### src/rtl/zx_key_matrix.sv
// PS/2 set-2 scancode tracker for the 40-key ZX Spectrum matrix with a registered port 0xFE read path.
// Optional: define ZX_KEY_CURSOR_EN for cursor/backspace composite keys (CAPS + digit).
module zx_key_matrix #(
   parameter int unsigned TIMEOUT_CYCLES = 27000,
   parameter int unsigned TO_W           = 15
) (
   input  logic        clk,
   input  logic        reset_n,
   input  logic [7:0]  rx_data,
   input  logic        rx_valid,
   input  logic [7:0]  addr_hi,
   output logic [4:0]  kb_cols,
   output logic [39:0] key_matrix,
   output logic        key_event
);

   typedef enum logic [1:0] {IDLE, BRK, EXT, EXT_BRK} state_t;

   state_t          state, state_nxt;
   logic [TO_W-1:0] to_cnt;
   logic            to_hit;
   logic            is_prefix, ext_ctx;
   logic            do_make, do_break, do_clear;
   logic [6:0]      map;
   logic [39:0]     matrix_nxt;
   logic [39:0]     eff;
   logic [4:0]      cols_nxt;
   logic            event_nxt;

   // Returns {valid, matrix index}; index = row*5 + col.
   function automatic logic [6:0] map_code(input logic [7:0] code, input logic ext);
      logic [6:0] m;
      m = '0;
      if (ext) begin
         if (code == 8'h14) m = {1'b1, 6'd36};
      end else begin
         case (code)
            8'h12, 8'h59: m = {1'b1, 6'd0};
            8'h1A: m = {1'b1, 6'd1};
            8'h22: m = {1'b1, 6'd2};
            8'h21: m = {1'b1, 6'd3};
            8'h2A: m = {1'b1, 6'd4};
            8'h1C: m = {1'b1, 6'd5};
            8'h1B: m = {1'b1, 6'd6};
            8'h23: m = {1'b1, 6'd7};
            8'h2B: m = {1'b1, 6'd8};
            8'h34: m = {1'b1, 6'd9};
            8'h15: m = {1'b1, 6'd10};
            8'h1D: m = {1'b1, 6'd11};
            8'h24: m = {1'b1, 6'd12};
            8'h2D: m = {1'b1, 6'd13};
            8'h2C: m = {1'b1, 6'd14};
            8'h16: m = {1'b1, 6'd15};
            8'h1E: m = {1'b1, 6'd16};
            8'h26: m = {1'b1, 6'd17};
            8'h25: m = {1'b1, 6'd18};
            8'h2E: m = {1'b1, 6'd19};
            8'h45: m = {1'b1, 6'd20};
            8'h46: m = {1'b1, 6'd21};
            8'h3E: m = {1'b1, 6'd22};
            8'h3D: m = {1'b1, 6'd23};
            8'h36: m = {1'b1, 6'd24};
            8'h4D: m = {1'b1, 6'd25};
            8'h44: m = {1'b1, 6'd26};
            8'h43: m = {1'b1, 6'd27};
            8'h3C: m = {1'b1, 6'd28};
            8'h35: m = {1'b1, 6'd29};
            8'h5A: m = {1'b1, 6'd30};
            8'h4B: m = {1'b1, 6'd31};
            8'h42: m = {1'b1, 6'd32};
            8'h3B: m = {1'b1, 6'd33};
            8'h33: m = {1'b1, 6'd34};
            8'h29: m = {1'b1, 6'd35};
            8'h14: m = {1'b1, 6'd36};
            8'h3A: m = {1'b1, 6'd37};
            8'h31: m = {1'b1, 6'd38};
            8'h32: m = {1'b1, 6'd39};
            default: m = '0;
         endcase
      end
      return m;
   endfunction

   assign is_prefix = (rx_data == 8'hF0) || (rx_data == 8'hE0);
   assign ext_ctx   = (state == EXT) || (state == EXT_BRK);
   assign to_hit    = (state != IDLE) && (to_cnt == TO_W'(TIMEOUT_CYCLES - 1));
   assign map       = map_code(rx_data, ext_ctx);

   always_ff @(posedge clk or negedge reset_n) begin
      if (!reset_n) begin
         state  <= IDLE;
         to_cnt <= '0;
      end else begin
         state <= state_nxt;
         if (rx_valid || state == IDLE || to_hit) to_cnt <= '0;
         else                                     to_cnt <= to_cnt + 1'b1;
      end
   end

   always_comb begin
      state_nxt = state;
      if (rx_valid) begin
         case (state)
            IDLE: begin
               if (rx_data == 8'hF0)      state_nxt = BRK;
               else if (rx_data == 8'hE0) state_nxt = EXT;
            end
            BRK: begin
               if (rx_data == 8'hE0)       state_nxt = EXT_BRK;
               else if (rx_data != 8'hF0)  state_nxt = IDLE;
            end
            EXT: begin
               if (rx_data == 8'hF0)       state_nxt = EXT_BRK;
               else if (rx_data != 8'hE0)  state_nxt = IDLE;
            end
            EXT_BRK: begin
               if (!is_prefix)             state_nxt = IDLE;
            end
            default: state_nxt = IDLE;
         endcase
      end else if (to_hit) begin
         state_nxt = IDLE;
      end
   end

   always_comb begin
      do_make  = rx_valid && !is_prefix && (state == IDLE || state == EXT);
      do_break = rx_valid && !is_prefix && (state == BRK  || state == EXT_BRK);
      do_clear = rx_valid && (state == IDLE) && (rx_data == 8'h00 || rx_data == 8'hFF);
   end

   always_comb begin
      matrix_nxt = key_matrix;
      if (do_clear)                  matrix_nxt = '0;
      else if (map[6] && do_make)    matrix_nxt[map[5:0]] = 1'b1;
      else if (map[6] && do_break)   matrix_nxt[map[5:0]] = 1'b0;
   end

`ifdef ZX_KEY_CURSOR_EN
   logic [4:0] comp, comp_nxt;
   logic [3:0] cmap;

   // {valid, composite bit}: 0 Up(7) 1 Down(6) 2 Left(5) 3 Right(8) 4 Backspace(0)
   function automatic logic [3:0] cursor_code(input logic [7:0] code, input logic ext);
      logic [3:0] m;
      m = '0;
      if (ext) begin
         case (code)
            8'h75:   m = {1'b1, 3'd0};
            8'h72:   m = {1'b1, 3'd1};
            8'h6B:   m = {1'b1, 3'd2};
            8'h74:   m = {1'b1, 3'd3};
            default: m = '0;
         endcase
      end else if (code == 8'h66) begin
         m = {1'b1, 3'd4};
      end
      return m;
   endfunction

   assign cmap = cursor_code(rx_data, ext_ctx);

   always_comb begin
      comp_nxt = comp;
      if (do_clear)                 comp_nxt = '0;
      else if (cmap[3] && do_make)  comp_nxt[cmap[2:0]] = 1'b1;
      else if (cmap[3] && do_break) comp_nxt[cmap[2:0]] = 1'b0;
   end

   always_ff @(posedge clk or negedge reset_n) begin
      if (!reset_n) comp <= '0;
      else          comp <= comp_nxt;
   end

   // Composite keys reach the port read only; key_matrix stays purely physical.
   always_comb begin
      eff     = key_matrix;
      eff[0]  = key_matrix[0]  | (|comp);
      eff[23] = key_matrix[23] | comp[0];
      eff[24] = key_matrix[24] | comp[1];
      eff[19] = key_matrix[19] | comp[2];
      eff[22] = key_matrix[22] | comp[3];
      eff[20] = key_matrix[20] | comp[4];
   end

   assign event_nxt = (matrix_nxt != key_matrix) || (comp_nxt != comp);
`else
   assign eff       = key_matrix;
   assign event_nxt = (matrix_nxt != key_matrix);
`endif

   always_comb begin
      cols_nxt = '1;
      for (int unsigned r = 0; r < 8; r++) begin
         if (!addr_hi[r]) begin
            for (int unsigned c = 0; c < 5; c++) begin
               if (eff[r*5 + c]) cols_nxt[c] = 1'b0;
            end
         end
      end
   end

   always_ff @(posedge clk or negedge reset_n) begin
      if (!reset_n) begin
         key_matrix <= '0;
         key_event  <= 1'b0;
         kb_cols    <= 5'h1F;
      end else begin
         key_matrix <= matrix_nxt;
         key_event  <= event_nxt;
         kb_cols    <= cols_nxt;
      end
   end

endmodule
### config.mk
export PLATFORM = sky130hd
export DESIGN_NAME = zx_key_matrix
export DESIGN_NICKNAME = d
export VERILOG_FILES = /design/src/rtl/zx_key_matrix.sv
export SDC_FILE = /design/constraint.sdc
export NUM_CORES = 1
export LEC_CHECK = 0
export BUFFER_PORTS_ARGS = -buffer_cell sky130_fd_sc_hd__buf_2
export CORE_MARGIN = 5
export CORE_UTILIZATION = 45
export CTS_CLUSTER_SIZE = 10
export DETAILED_ROUTE_END_ITERATION = 6
export GPL_ROUTABILITY_DRIVEN = 0
export PLACE_DENSITY = 0.74
export SLEW_MARGIN = 20
export SYNTH_ARGS = -nofsm -noshare
export SYNTH_HDL_FRONTEND = slang
export SYNTH_SLANG_ARGS = --single-unit
### constraint.sdc
create_clock -name clk -period 4.5 [get_ports clk]
set_input_delay 1.35 -clock clk [delete_from_list [all_inputs] [get_ports clk]]
set_output_delay 1.35 -clock clk [all_outputs]
set_load 0.02 [all_outputs]
# Yosys cells after proc, flatten, opt, wreduce, memory -nomap -nowiden
# Memories as Yosys holds them, arrays and structs flattened.
# Cells that the tools add are included.
[op_classes]
add_sub_neg = 1
order_cmp = 2
eq_ne = 15
mux = 67
n_bitwise = 3
n_reduce_logical = 22
[ops]
columns = ["cell", "n"]
rows = [
  ["40-bit two-way mux", 3],
  ["1-bit two-way mux", 41],
  ["40-bit AND", 1],
  ["5-bit two-way mux", 8],
  ["40-bit inequality test", 1],
  ["40-bit inverter", 1],
  ["40-bit bitwise OR", 1],
  ["8-bit == test, second input constant", 3],
  ["7-bit two-way mux", 3],
  ["2-bit two-way mux", 9],
  ["8-bit inequality test, second input constant", 2],
  ["15-bit by 1-bit adder with 15-bit output, second input constant", 1],
  ["15-bit == test, second input constant", 1],
  ["15-bit two-way mux", 1],
  ["1-bit logical AND", 9],
  ["8-bit by 5-bit == test with 1-bit output, second input constant", 1],
  ["8-bit logical NOT", 1],
  ["4-bit inequality test, second input constant", 2],
  ["2-bit case mux with 4 select lines", 1],
  ["1-bit logical OR", 7],
  ["6-bit by 7-bit < comparator with 1-bit output, second input constant", 1],
  ["1-bit demux with 6-bit select", 1],
  ["6-bit by 1-bit >= comparator with 1-bit output, second input constant", 1],
  ["5-bit AND reduction", 1],
  ["other kinds (7)", 9],
]
[word_totals]
regBits = 63
rom_bits = 896
inputBits = 19
output_inout_bits = 46
word_cells = 116
n_memories = 1
[mem_list]
columns = ["name", "words", "word_bits", "rd", "rd_ports_with_merged_regs", "wr", "line_no", "source"]
rows = [
  ["(no name shown)", 128, 7, 1, 0, 0, "37", "case (code)"],
]

# Logic depth before layout (Yosys ltp)
# Gate-level depths: netlist of the first run.
[depth]
ltp_word = 16
mapped_depth = 17
ltp_nobuf = 12

# Least setup slack after synthesis of the first run
# Ideal clock, no wire load.
[synth_path]
kind = "input-to-reg"
start = "input rx_data[1]"
end = "register key_event"
setup_ns = 0.069
arrival_ns = 4.134
t_required_ns = 4.431
slack_ns = 0.297
stages = 15
n_path_buf = 4
path_cell_list = "buf_2 inv_1 ha_1 clkbuf_1 and2_1 o41ai_2 a2111oi_2 or2_1 buf_2 or3_1 buf_2 o32a_1 o2111a_1 o2111a_1 nand3_1"
[synth_via]
elab_chain_cells = 13
word_cells_on_any_way = 30
classes_between = "order compare: 2; eq/ne: 5; mux: 8; bitwise: 3; reduce/logical: 11; memory: 1"
[synth_rtl]
columns = ["element", "line_no", "source"]
rows = [
  ["from (decl)", "9", "input logic [7:0] rx_data,"],
  ["memory 128 x 7 bit or 8-bit by 5-bit == test with 1-bit output (tied branches)", "n/a", ""],
  ["7-bit two-way mux (on tied branches)", "37, 35", ""],
  ["7-bit two-way mux", "34", "if (ext) begin"],
  ["6-bit by 7-bit < comparator with 1-bit output (not written as such) or 6-bit by 1-bit >= comparator with 1-bit output (tied branches)", "135, 136", ""],
  ["1-bit logical AND (not written as such)", "135, 136", ""],
  ["1-bit two-way mux (not written as such)", "135, 136", ""],
  ["1-bit demux with 6-bit select", "135, 136", ""],
  ["40-bit inverter (no source line)", "n/a", ""],
  ["40-bit AND (no source line)", "n/a", ""],
  ["40-bit two-way mux", "136", "else if (map[6] && do_break) matrix_nxt[map[5:0]] = 1'b0;"],
  ["40-bit two-way mux", "135", "else if (map[6] && do_make) matrix_nxt[map[5:0]] = 1'b1;"],
  ["40-bit two-way mux (*)", "134", "if (do_clear) matrix_nxt = '0;"],
  ["40-bit inequality test (*)", "189", "assign event_nxt = (matrix_nxt != key_matrix);"],
  ["named net event_nxt", "28", "logic event_nxt;"],
  ["to (signal assigned)", "210", "key_event <= event_nxt;"],
  ["to (decl)", "14", "output logic key_event"],
]
# Mark *: on every way through the listed nets, which the timed path passes. The rest lies on a longest branch.
# A chain may end at the register's enable or synchronous reset.

# Final worst setup path of the first run
# Ends and elaborated chain as after synthesis.

==> impl_metrics.tcl, run 1 <==
set metrics [dict create \
    status "finished with violations" \
    violations "design-rule violations" \
    maxUsedRoutingLayer "met4" \
    cap_viol_max_count 0 \
    yosys-top-cells-count "67 x nand2_1, 58 x dfrtp_1, 57 x nor2_1" \
    tightest_slew_ns 1.02 \
    endpoint_kind "register" \
    synthCells 646 \
    grt_use_total_pct 27.9 \
    cts_setup_buffers 0 \
    fin_cells 864 \
    syn_to_final_growth_pct 14.4 \
    nNetsFinal 745 \
    routed_wl_mm 18.4 \
    met1Wirelength_mm 7.31 \
    io-pin-count 65 \
    hold_path_class "register to register" \
    numCtsBuffers 9 \
    design_area_sq_um 5760 \
    max_slew_margin_pct 31.4 \
    regToRegSetupSlack_ns 1.39 \
    synth_area_sq_um 5040 \
    cts_resized 0 \
    grt_pass1_vias 5500 \
    post_dp_cell_area_sq_um 5570 \
    synthTopCellsByArea "dfrtp_1 29%, nand2_1 5.0%, nor2_1 4.2%" \
    ys_seq_elements 63 \
    p_per_area_nw_per_um2 272 \
    ys_seq_area_share_pct 31.4 \
    synth_nets 672 \
    drt_iter0_drc 1049 \
    drc_errors 66 \
    p_leak_uw 0.00243 \
    met3_length_mm 2.62 \
    fin_crit_ns 4.16 \
    cp_max_fo 12 \
    final.setup.tns_ns 0 \
    dpl.cell_count 848 \
    min_from "to_cnt[0]$_DFF_PN0_" \
    crit_type "input pin to register" \
    crit_family "simple AND/OR/NAND/NOR gates" \
    diodes 0 \
    clockBufferDepth 2 \
    fin_crit_sh_pct 92.4 \
    async_reset_ff_share_pct 100 \
    timing.rr.start "state[1]$_DFFE_PN0P_" \
    clock-sinks 63 \
    cp-startpoint "rx_data[1]" \
    cp.arrival_ns 4.38 \
    min_path_cells 1 \
    core-area_sq_um 10900 \
    cp_cell_sequence "buf_2 > inv_1 > ha_1 > a21boi_1 > a2111oi_0 > nor3_1 > and2_1 > or3_1 > nor3_1 > a41oi_1 > o2111ai_1 > nor4_1 > nand3_1" \
    dr.pass1.iters 7 \
    port-buffer-count 64 \
    grt_max_degree 34 \
    gr-total-overflow 0 \
    vias_per_cell 6.75 \
    setup_ws_ns 0.344 \
    drv_slew 0 \
    yosys.area.top_type_share_pct 28.8 \
    yosysWarnings 0 \
    die_y_um 116 \
    grt_pass1_wl_mm 29.3 \
    worstHoldEndpoint "to_cnt[0]$_DFF_PN0_" \
    antenna_found_initial 0 \
    pre_cts_ws_ns 0.105 \
    synthFlopType "dfrtp_1" \
    synth-edff-count 0 \
    cpPeakStageDelay_ns 0.40 \
    clk_latency_ns 0.35 \
    post_drt_wl_per_cell_um 21.3 \
    vias 5828 \
    critPathBufInv 2 \
    hpwlAfterDp_mm 13.6 \
    start_kind "input pin" \
    syn_avg_cell_area_sq_um 7.80 \
    wl_met2_mm 7.42 \
    rsz0062_at_grt "no" \
    drtAntennaViolNets 0 \
    drive_above_1_share_pct 19.9 \
    r2r_cells 10 \
    clkTransAtPathRegs_ns 0.07 \
    synthDistinctLibCells 86 \
    clock_skew_ns 0.0105 \
    ctsHtreeMaxLevel 3 \
    std_cell_rows 38 \
    hold_slack_ns 0.494 \
    cts-hold-fix-buffers 0 \
    synth_top_cell_by_area "dfrtp_1" \
    clock.fmax_ghz 0.241 \
    cp.required_ns 4.72 \
    r2r_end "key_event$_DFF_PN0_" \
    die_w_um 116 \
    die_area_sq_um 13400 \
    setup_viol 0 \
    critPathMostFrequentCell "nor3_1" \
    root_buffer "clkbuf_8" \
    timing.final.hold_violations 0 \
    yosys.cell_count.top_type "nand2_1" \
    start_util_pct 46.3 \
    peakVddDrop_mv 0.151 \
    cts_tree "yes" \
    slowest_stage "or3_1" \
]
## stage by stage
step,total power (uW),util [%]
after floorplan,916,-
after global placement,1060,51.2
after detailed placement,1070,51.2
after CTS,1560,52.9
after global routing,1630,52.9
final,1570,52.9
## cell families (layout without fill, tap and decap cells)
logic type	count (synthesis)	in the layout	synth area share, %
multiplexers	9	9	1.94
XOR/XNOR	15	15	2.61
AND/OR/NAND/NOR	260	260	25.9
buffers and inverters	93	171	9.07
AO/OA/AOI/OAI	199	199	27.3
flip-flops	63	63	31.4
adder cells (fa/ha/maj)	7	7	1.74
## metal layers
metal,vias up,GRT usage (%)
li1,2520,-
met1,2725,38.0
met2,455,39.0
met3,128,10.4
met4,0,12.8
met5,-,1.85
## worst register-to-register path: stages, from the launching register on
cell	delay [ns]
dfrtp_1	0.53
or3_1	0.42
a2111oi_0	0.42
buf_4	0.20
nor2_1	0.07
and4_1	0.24
mux2_4	0.27
o21ai_2	0.14
o2111ai_1	0.14
a2111oi_2	0.43
nand3_1	0.13
## report_power, final
group          switching (uW)  internal, uW  leakage (uW)
combinational             264           142       0.00148
sequential               53.0           613      0.000853
clock                     227           271     0.0000936
## final cells by class
class	instances	area [sq um]
fillers	1011	5130
multi-input cells	490	3000
flip-flops and latches	63	1580
repair buffers	105	628
inverters	50	188
well taps	140	175
clock buffers	13	149
clock inverters	3	42.5
## worst max-delay path by stage
stage / end / slack [ns] / cells past startpoint
global route: key_event$_DFF_PN0_ / 0.14 / 13
CTS: key_event$_DFF_PN0_ / 0.44 / 14
detailed placement: key_event$_DFF_PN0_ / 0.11 / 14
global placement: key_event$_DFF_PN0_ / 0.19 / 14
floorplan: key_event$_DFF_PN0_ / 0.30 / 15
finish: key_event$_DFF_PN0_ / 0.34 / 13
## cells in the final DEF, fill, tap and decap left out, drive strengths merged, types with 7 or more instances in the layout
cell / count
a21oi: 40
a31oi: 11
clkbuf: 13
nand2b: 11
o21ai: 40
xor2: 11
inv: 50
and2: 7
o22ai: 29
nor2: 58
ha: 7
dfrtp: 58
nor3: 20
nand2: 67
nand3: 24
nand4: 13
buf: 105
and3: 12
a22oi: 20
nor4: 20
## registers in the layout, indices dropped and copies added (netlist names)
name and count:
key_event 1, to_cnt 15, kb_cols 5, state 2, key_matrix 40
Power figures use the tool's default switching activity.
==> inputs of run 2 (changes only) <==
--- a/config.mk
+++ b/config.mk
@@ -5,13 +5,15 @@
 export SDC_FILE = /design/constraint.sdc
 export NUM_CORES = 1
 export LEC_CHECK = 0
+export ABC_AREA = 1
 export BUFFER_PORTS_ARGS = -buffer_cell sky130_fd_sc_hd__buf_2
 export CORE_MARGIN = 5
 export CORE_UTILIZATION = 45
-export CTS_CLUSTER_SIZE = 10
+export CTS_BUF_LIST = sky130_fd_sc_hd__clkbuf_8 sky130_fd_sc_hd__clkbuf_16
+export CTS_CLUSTER_SIZE = 40
 export DETAILED_ROUTE_END_ITERATION = 6
 export GPL_ROUTABILITY_DRIVEN = 0
-export PLACE_DENSITY = 0.74
+export PLACE_DENSITY = 0.73
 export SLEW_MARGIN = 20
 export SYNTH_ARGS = -nofsm -noshare
 export SYNTH_HDL_FRONTEND = slang
==> run 2 against run 1 <==
The flow now finishes without violations; sequential share of layout area down 1.1 points; non-clock buffer count down 28; utilization down 0.32 points; combinational power rose to 3.0 times the previous value; sequential power up 24%; critical path type unchanged; highest routed layer unchanged.
==> impl_metrics.tcl, run 2 <==
set metrics [dict create \
    final.setup.tns_ns 0 \
    start_util_pct 45.9 \
    synth_top_cell_by_area "dfrtp_1" \
    max_slew_margin_pct 46.4 \
    cp_max_fo 20 \
    yosysWarnings 0 \
    die_y_um 118 \
    routed_wl_mm 16.2 \
    setup_ws_ns 0.522 \
    cap_viol_max_count 0 \
    nNetsFinal 956 \
    yosys.area.top_type_share_pct 27.7 \
    cts_resized 0 \
    clkTransAtPathRegs_ns 0.06 \
    grt_pass1_wl_mm 26.8 \
    largestRegisters "key_matrix: 40 flops, to_cnt: 15 flops, kb_cols: 5 flops" \
    drtAntennaViolNets 0 \
    clock-sinks 63 \
    drt_iter0_drc 724 \
    p_sw_share_pct 44.5 \
    ys_seq_area_share_pct 30.2 \
    crit_type "input pin to register" \
    start_kind "input pin" \
    cts_setup_buffers 0 \
    p_switching_uw 1210 \
    dr.pass1.iters 5 \
    root_buffer "clkbuf_16" \
    cts_tree "yes" \
    grt_max_degree 34 \
    tightest_slew_ns 0.804 \
    core-area_sq_um 11400 \
    drc_errors 0 \
    die_area_sq_um 13900 \
    rsz0062_at_grt "no" \
    syn_avg_cell_area_sq_um 6.03 \
    synthCells 870 \
    grt_pass1_vias 5415 \
    layout_commonest_cell "nand2_1" \
    ctsHtreeMaxLevel 3 \
    pwr-share-comb_pct 44.8 \
    fill_cells 1160 \
    setup_viol 0 \
    async_reset_ff_share_pct 100 \
    synth_area_sq_um 5240 \
    timing.final.hold_violations 0 \
    synth-edff-count 0 \
    ys_seq_elements 63 \
    fin_crit_ns 3.98 \
    hold_slack_ns 0.470 \
    synth_nets 896 \
    cpPeakStageDelay_ns 0.39 \
    synthTopCellsByArea "dfrtp_1 28%, nand2_1 23%, nand3_1 8.3%" \
    p_per_area_nw_per_um2 454 \
    cts-hold-fix-buffers 0 \
    syn_to_final_growth_pct 14.6 \
    drv_slew 0 \
    numCtsBuffers 9 \
    yosys-top-cells-count "326 x nand2_1, 110 x inv_1, 87 x nand3_1" \
    synthFlopType "dfrtp_1" \
    peakVddDrop_mv 0.504 \
    vias_per_cell 5.48 \
    clk_latency_ns 0.34 \
    totalPowerFinal_uw 2720 \
    status "complete, no violations" \
    antenna_found_initial 0 \
    gr-total-overflow 0 \
    layout_common_cells "326 x nand2_1, 112 x inv_1, 87 x nand3_1" \
    port-buffer-count 64 \
    cp.required_ns 4.72 \
    pre_cts_ws_ns 0.223 \
    clockBufferDepth 2 \
    vias 5908 \
    grt_use_total_pct 23.3 \
    fin_util_pct 52.6 \
    clock_skew_ns 0.00885 \
    seqPwrFrac_pct 30.3 \
    die_w_um 118 \
    fin_crit_sh_pct 88.4 \
    io-pin-count 65 \
    endpoint_kind "register" \
    slowest_stage "nor2_4" \
    p_int_uw 1510 \
    hold_path_class "register to register" \
    p_leak_uw 0.00327 \
    yosys.cell_count.top_type "nand2_1" \
    largest_register_ffs 40 \
    clock.fmax_ghz 0.251 \
    synthDistinctLibCells 42 \
    hpwlAfterDp_mm 12.2 \
    drive_above_1_share_pct 13.6 \
    cp.arrival_ns 4.20 \
    largest-register "key_matrix" \
    std_cell_rows 39 \
    critPathMostFrequentCell "nand2_1" \
    post_drt_wl_per_cell_um 15.0 \
    diodes 0 \
    cp_cell_sequence "buf_2 > inv_1 > ha_1 > nand2_1 > inv_2 > nand3_1 > nor3_2 > or2_1 > nand2_2 > nor2_4 > buf_4 > nand2_1 > nand2_1 > nand3_1 > nand2_1 > nand2_1 > nor2_1 > nand2_1 > nor2_1 > nand3_1" \
    clkPwrFrac_pct 24.9 \
]
run 2: logic make-up (layout without fill, tap and decap cells):
| group | count (synthesis) | count (layout) | synth area share, % |
|---|---|---|---|
| flip-flops | 63 | 63 | 30.2 |
| adder cells (fa/ha/maj) | 7 | 7 | 1.67 |
| AO/OA/AOI/OAI | 102 | 102 | 11.5 |
| XOR/XNOR | 5 | 5 | 0.835 |
| AND/OR/NAND/NOR | 545 | 545 | 44.4 |
| buffers and inverters | 148 | 213 | 11.4 |
run 2: worst max-delay path, delay by kind of cell:
family | cells | cell delay (ns)
fa+ha+maj | 1 | 0.20
buf+inv | 4 | 0.72
simple gates | 15 | 1.93
run 2: path summary, 6_finish.rpt:
| path | slack, ns | depth (start not counted) | to | from |
|---|---|---|---|---|
| worst max-delay path | 0.52 | 20 | key_event$_DFF_PN0_ | rx_data[1] |
| worst min-delay path | 0.47 | 1 | to_cnt[0]$_DFF_PN0_ | to_cnt[0]$_DFF_PN0_ |
| worst max register to register | 1.85 | 14 | key_event$_DFF_PN0_ | state[1]$_DFFE_PN0P_ |
| worst min register to register | 0.47 | 1 | to_cnt[0]$_DFF_PN0_ | to_cnt[0]$_DFF_PN0_ |
| max in group asynchronous | 2.48 | 2 | key_matrix[32]$_DFF_PN0_ | reset_n |
| min in group asynchronous | 1.10 | 1 | key_matrix[11]$_DFF_PN0_ | reset_n |
run 2: metrics by stage:
stage / instances / area [sq um]
floorplan: 870 / 5240
global placement: 1062 / 5710
detailed placement: 1062 / 5710
CTS: 1078 / 6010
global route: 1078 / 6010
finish: 1078 / 6010
run 2: area by class of cell:
cell class	count	area [sq um]	area share [%]
sequential	63	1580	26.4
clock inverter	6	52.6	0.875
inverter	120	453	7.54
clock buffer	10	239	3.98
multi-input combinational	659	3070	51.1
tap	143	179	2.98
timing repair buffer	77	430	7.17
run 2: power groups by stage:
stage | combinational (uW) | sequential, uW | clock, uW
final | 1220 | 827 | 678
after global routing | 1360 | 843 | 717
after floorplan | 734 | 923 | 0
after CTS | 1210 | 824 | 690
after detailed placement | 1200 | 833 | 0
after global placement | 1190 | 833 | 0
run 2: per-layer routing:
metal	up-vias	track usage [%]	routed length [um]
met3	49	4.85	1600
met4	0	8.60	538
met5	-	0	0
met2	315	35.7	7080
met1	2624	32.3	6980
li1	2920	-	-
==> inputs of run 3 (changes only) <==
--- a/config.mk
+++ b/config.mk
@@ -13,6 +13,7 @@
 export CTS_CLUSTER_SIZE = 40
 export DETAILED_ROUTE_END_ITERATION = 6
 export GPL_ROUTABILITY_DRIVEN = 0
+export GPL_TIMING_DRIVEN = 0
 export PLACE_DENSITY = 0.73
 export SLEW_MARGIN = 20
 export SYNTH_ARGS = -nofsm -noshare
==> constraint.sdc (replaced) <==
create_clock -name clk -period 3.7 [get_ports clk]
set_input_delay 1.11 -clock clk [delete_from_list [all_inputs] [get_ports clk]]
set_output_delay 1.11 -clock clk [all_outputs]
set_load 0.02 [all_outputs]
==> run 3 against run 2 <==
Setup slack lost 0.44 ns; die area is the same; first-iteration DRC count grew 14%; clock-buffer cell count is the same; register-to-register slack lost 0.86 ns; combinational power grew 40%; via count grew 4.5%; routed wire length grew 9.4%; non-clock buffer count grew 23; critical path type unchanged; largest power group unchanged.
==> impl_metrics.tcl, run 3 (synthesis results as in run 2) <==
set metrics [dict create \
    status "complete, no violations" \
    p_sw_share_pct 46.7 \
    cp_max_fo 5 \
    final.setup.tns_ns 0 \
    cpPeakStageDelay_ns 0.22 \
    port-buffer-count 61 \
    p_int_uw 1850 \
    cp.required_ns 3.91 \
    diodes 0 \
    crit_cells 22 \
    fin_crit_sh_pct 97.7 \
    clkTransAtPathRegs_ns 0.05 \
    fin_crit_ns 3.61 \
    pre_cts_ws_ns -0.402 \
    layout_common_cells "318 x nand2_1, 112 x inv_1, 79 x nand3_1" \
    pwr-share-comb_pct 49.4 \
    layout_commonest_cell "nand2_1" \
    grt_max_degree 33 \
    vias_per_cell 5.61 \
    hold_slack_ns 0.462 \
    hold_path_class "register to register" \
    setup_viol 0 \
    drc_errors 0 \
    root_buffer "clkbuf_16" \
    peakVddDrop_mv 0.428 \
    hpwlAfterDp_mm 13.0 \
    syn_to_final_growth_pct 21.6 \
    r2r_cells 14 \
    setup_ws_ns 0.0856 \
    p_per_area_nw_per_um2 543 \
    cp.arrival_ns 3.82 \
    cp_cell_sequence "buf_2 > clkinvlp_4 > buf_4 > ha_1 > o21ai_2 > nand2_1 > nand2_1 > nand3_2 > a21oi_4 > buf_12 > nand4_1 > buf_4 > nor2_2 > nand2_1 > nand2_1 > nand3_1 > nand2_1 > nand2_1 > nor2_1 > nand2_1 > nor2_2 > nand3_1" \
    clock_skew_ns 0.00832 \
    critPathBufInv 5 \
    clkPwrFrac_pct 21.7 \
    seqPwrFrac_pct 29.0 \
    endpoint_kind "register" \
    cap_viol_max_count 0 \
    fill_cells 1113 \
    timing.final.hold_violations 0 \
    die_area_sq_um 13900 \
    p_switching_uw 1620 \
    core-area_sq_um 11400 \
    largestRegisters "key_matrix: 40 flops, to_cnt: 15 flops, kb_cols: 5 flops" \
    clock-sinks 63 \
    drive_above_1_share_pct 19.3 \
    ctsHtreeMaxLevel 3 \
    dr.pass1.iters 6 \
    grt_use_total_pct 24.6 \
    clk_latency_ns 0.34 \
    slowest_stage "a21oi_4" \
    drt_iter0_drc 825 \
    antenna_found_initial 0 \
    clockBufferDepth 2 \
    largest-register "key_matrix" \
    routed_wl_mm 17.7 \
    grt_pass1_wl_mm 28.0 \
    post_drt_wl_per_cell_um 16.1 \
    vias 6172 \
    start_util_pct 45.9 \
    crit_type "input pin to register" \
    min_path_cells 1 \
    die_y_um 118 \
    std_cell_rows 39 \
    die_w_um 118 \
    drv_slew 0 \
    post_dp_cell_area_sq_um 5750 \
    design_area_sq_um 6380 \
    drtAntennaViolNets 0 \
    critPathMostFrequentCell "nand2_1" \
    largest_register_ffs 40 \
    nNetsFinal 979 \
    p_leak_uw 0.00338 \
    clock.fmax_ghz 0.277 \
    gr-total-overflow 0 \
    start_kind "input pin" \
    cts_tree "yes" \
    numCtsBuffers 9 \
    fin_util_pct 55.9 \
    crit_family "simple AND/OR/NAND/NOR gates" \
    io-pin-count 65 \
    grt_pass1_vias 5559 \
    max_slew_margin_pct 55.3 \
    tightest_slew_ns 0.654 \
]
## run 3: cell types whose count changed in the layout (fill, tap and decap cells not counted), sizes merged
cell / delta
clkbuf: +10
clkinv: -2
inv: +2
buf: +13
bufinv: -1
clkinvlp: +1
## run 3: worst paths after layout
path                                 startpoint                        to  slack, ns
max                                  rx_data[0]       key_event$_DFF_PN0_       0.09
min                         to_cnt[0]$_DFF_PN0_       to_cnt[0]$_DFF_PN0_       0.46
max reg2reg                state[1]$_DFFE_PN0P_       key_event$_DFF_PN0_       0.99
min reg2reg                 to_cnt[0]$_DFF_PN0_       to_cnt[0]$_DFF_PN0_       0.46
max in group asynchronous               reset_n   key_matrix[8]$_DFF_PN0_       2.47
min in group asynchronous               reset_n  key_matrix[23]$_DFF_PN0_       0.71
## run 3: stage by stage
stage	power, uW	std cells
after global routing	3680	1101
final	3460	1101
after floorplan	2010	870
after CTS	3290	1093
after detailed placement	2500	1075
after global placement	2490	1074
## run 3: per-layer routing
metal | part of all wire [%] | wire length (um) | track usage [%]
met2 | 42 | 7390 | 34.9
met4 | 4.3 | 758 | 10.8
met5 | 0 | 0 | 0
met1 | 41 | 7310 | 34.4
met3 | 13 | 2260 | 7.54
## run 3: layout make-up
class	instances	area [sq um]	area share, %
Multi-Input combinational cell	659	3320	52.0
Inverter	120	462	7.24
Tap cell	143	179	2.81
Buffer	28	159	2.49
Sequential cell	63	1580	24.8
Timing Repair Buffer	72	415	6.51
Clock inverter	6	23.8	0.373
Clock buffer	10	239	3.75
## run 3: repair_timing
action	CTS	global route
resized for setup	6	69
cloned	0	0
buffers inserted	2	8
setup endpoints to repair	1	1
hold buffers	0	0
pin swaps	1	13
## run 3: power by group through the flow
stage	logic (uW)	clock network, uW	registers (uW)
final	1710	751	1000
after global routing	1860	791	1020
after CTS	1530	765	998
after detailed placement	1500	0	1010
after global placement	1490	0	1000
after floorplan	893	0	1120
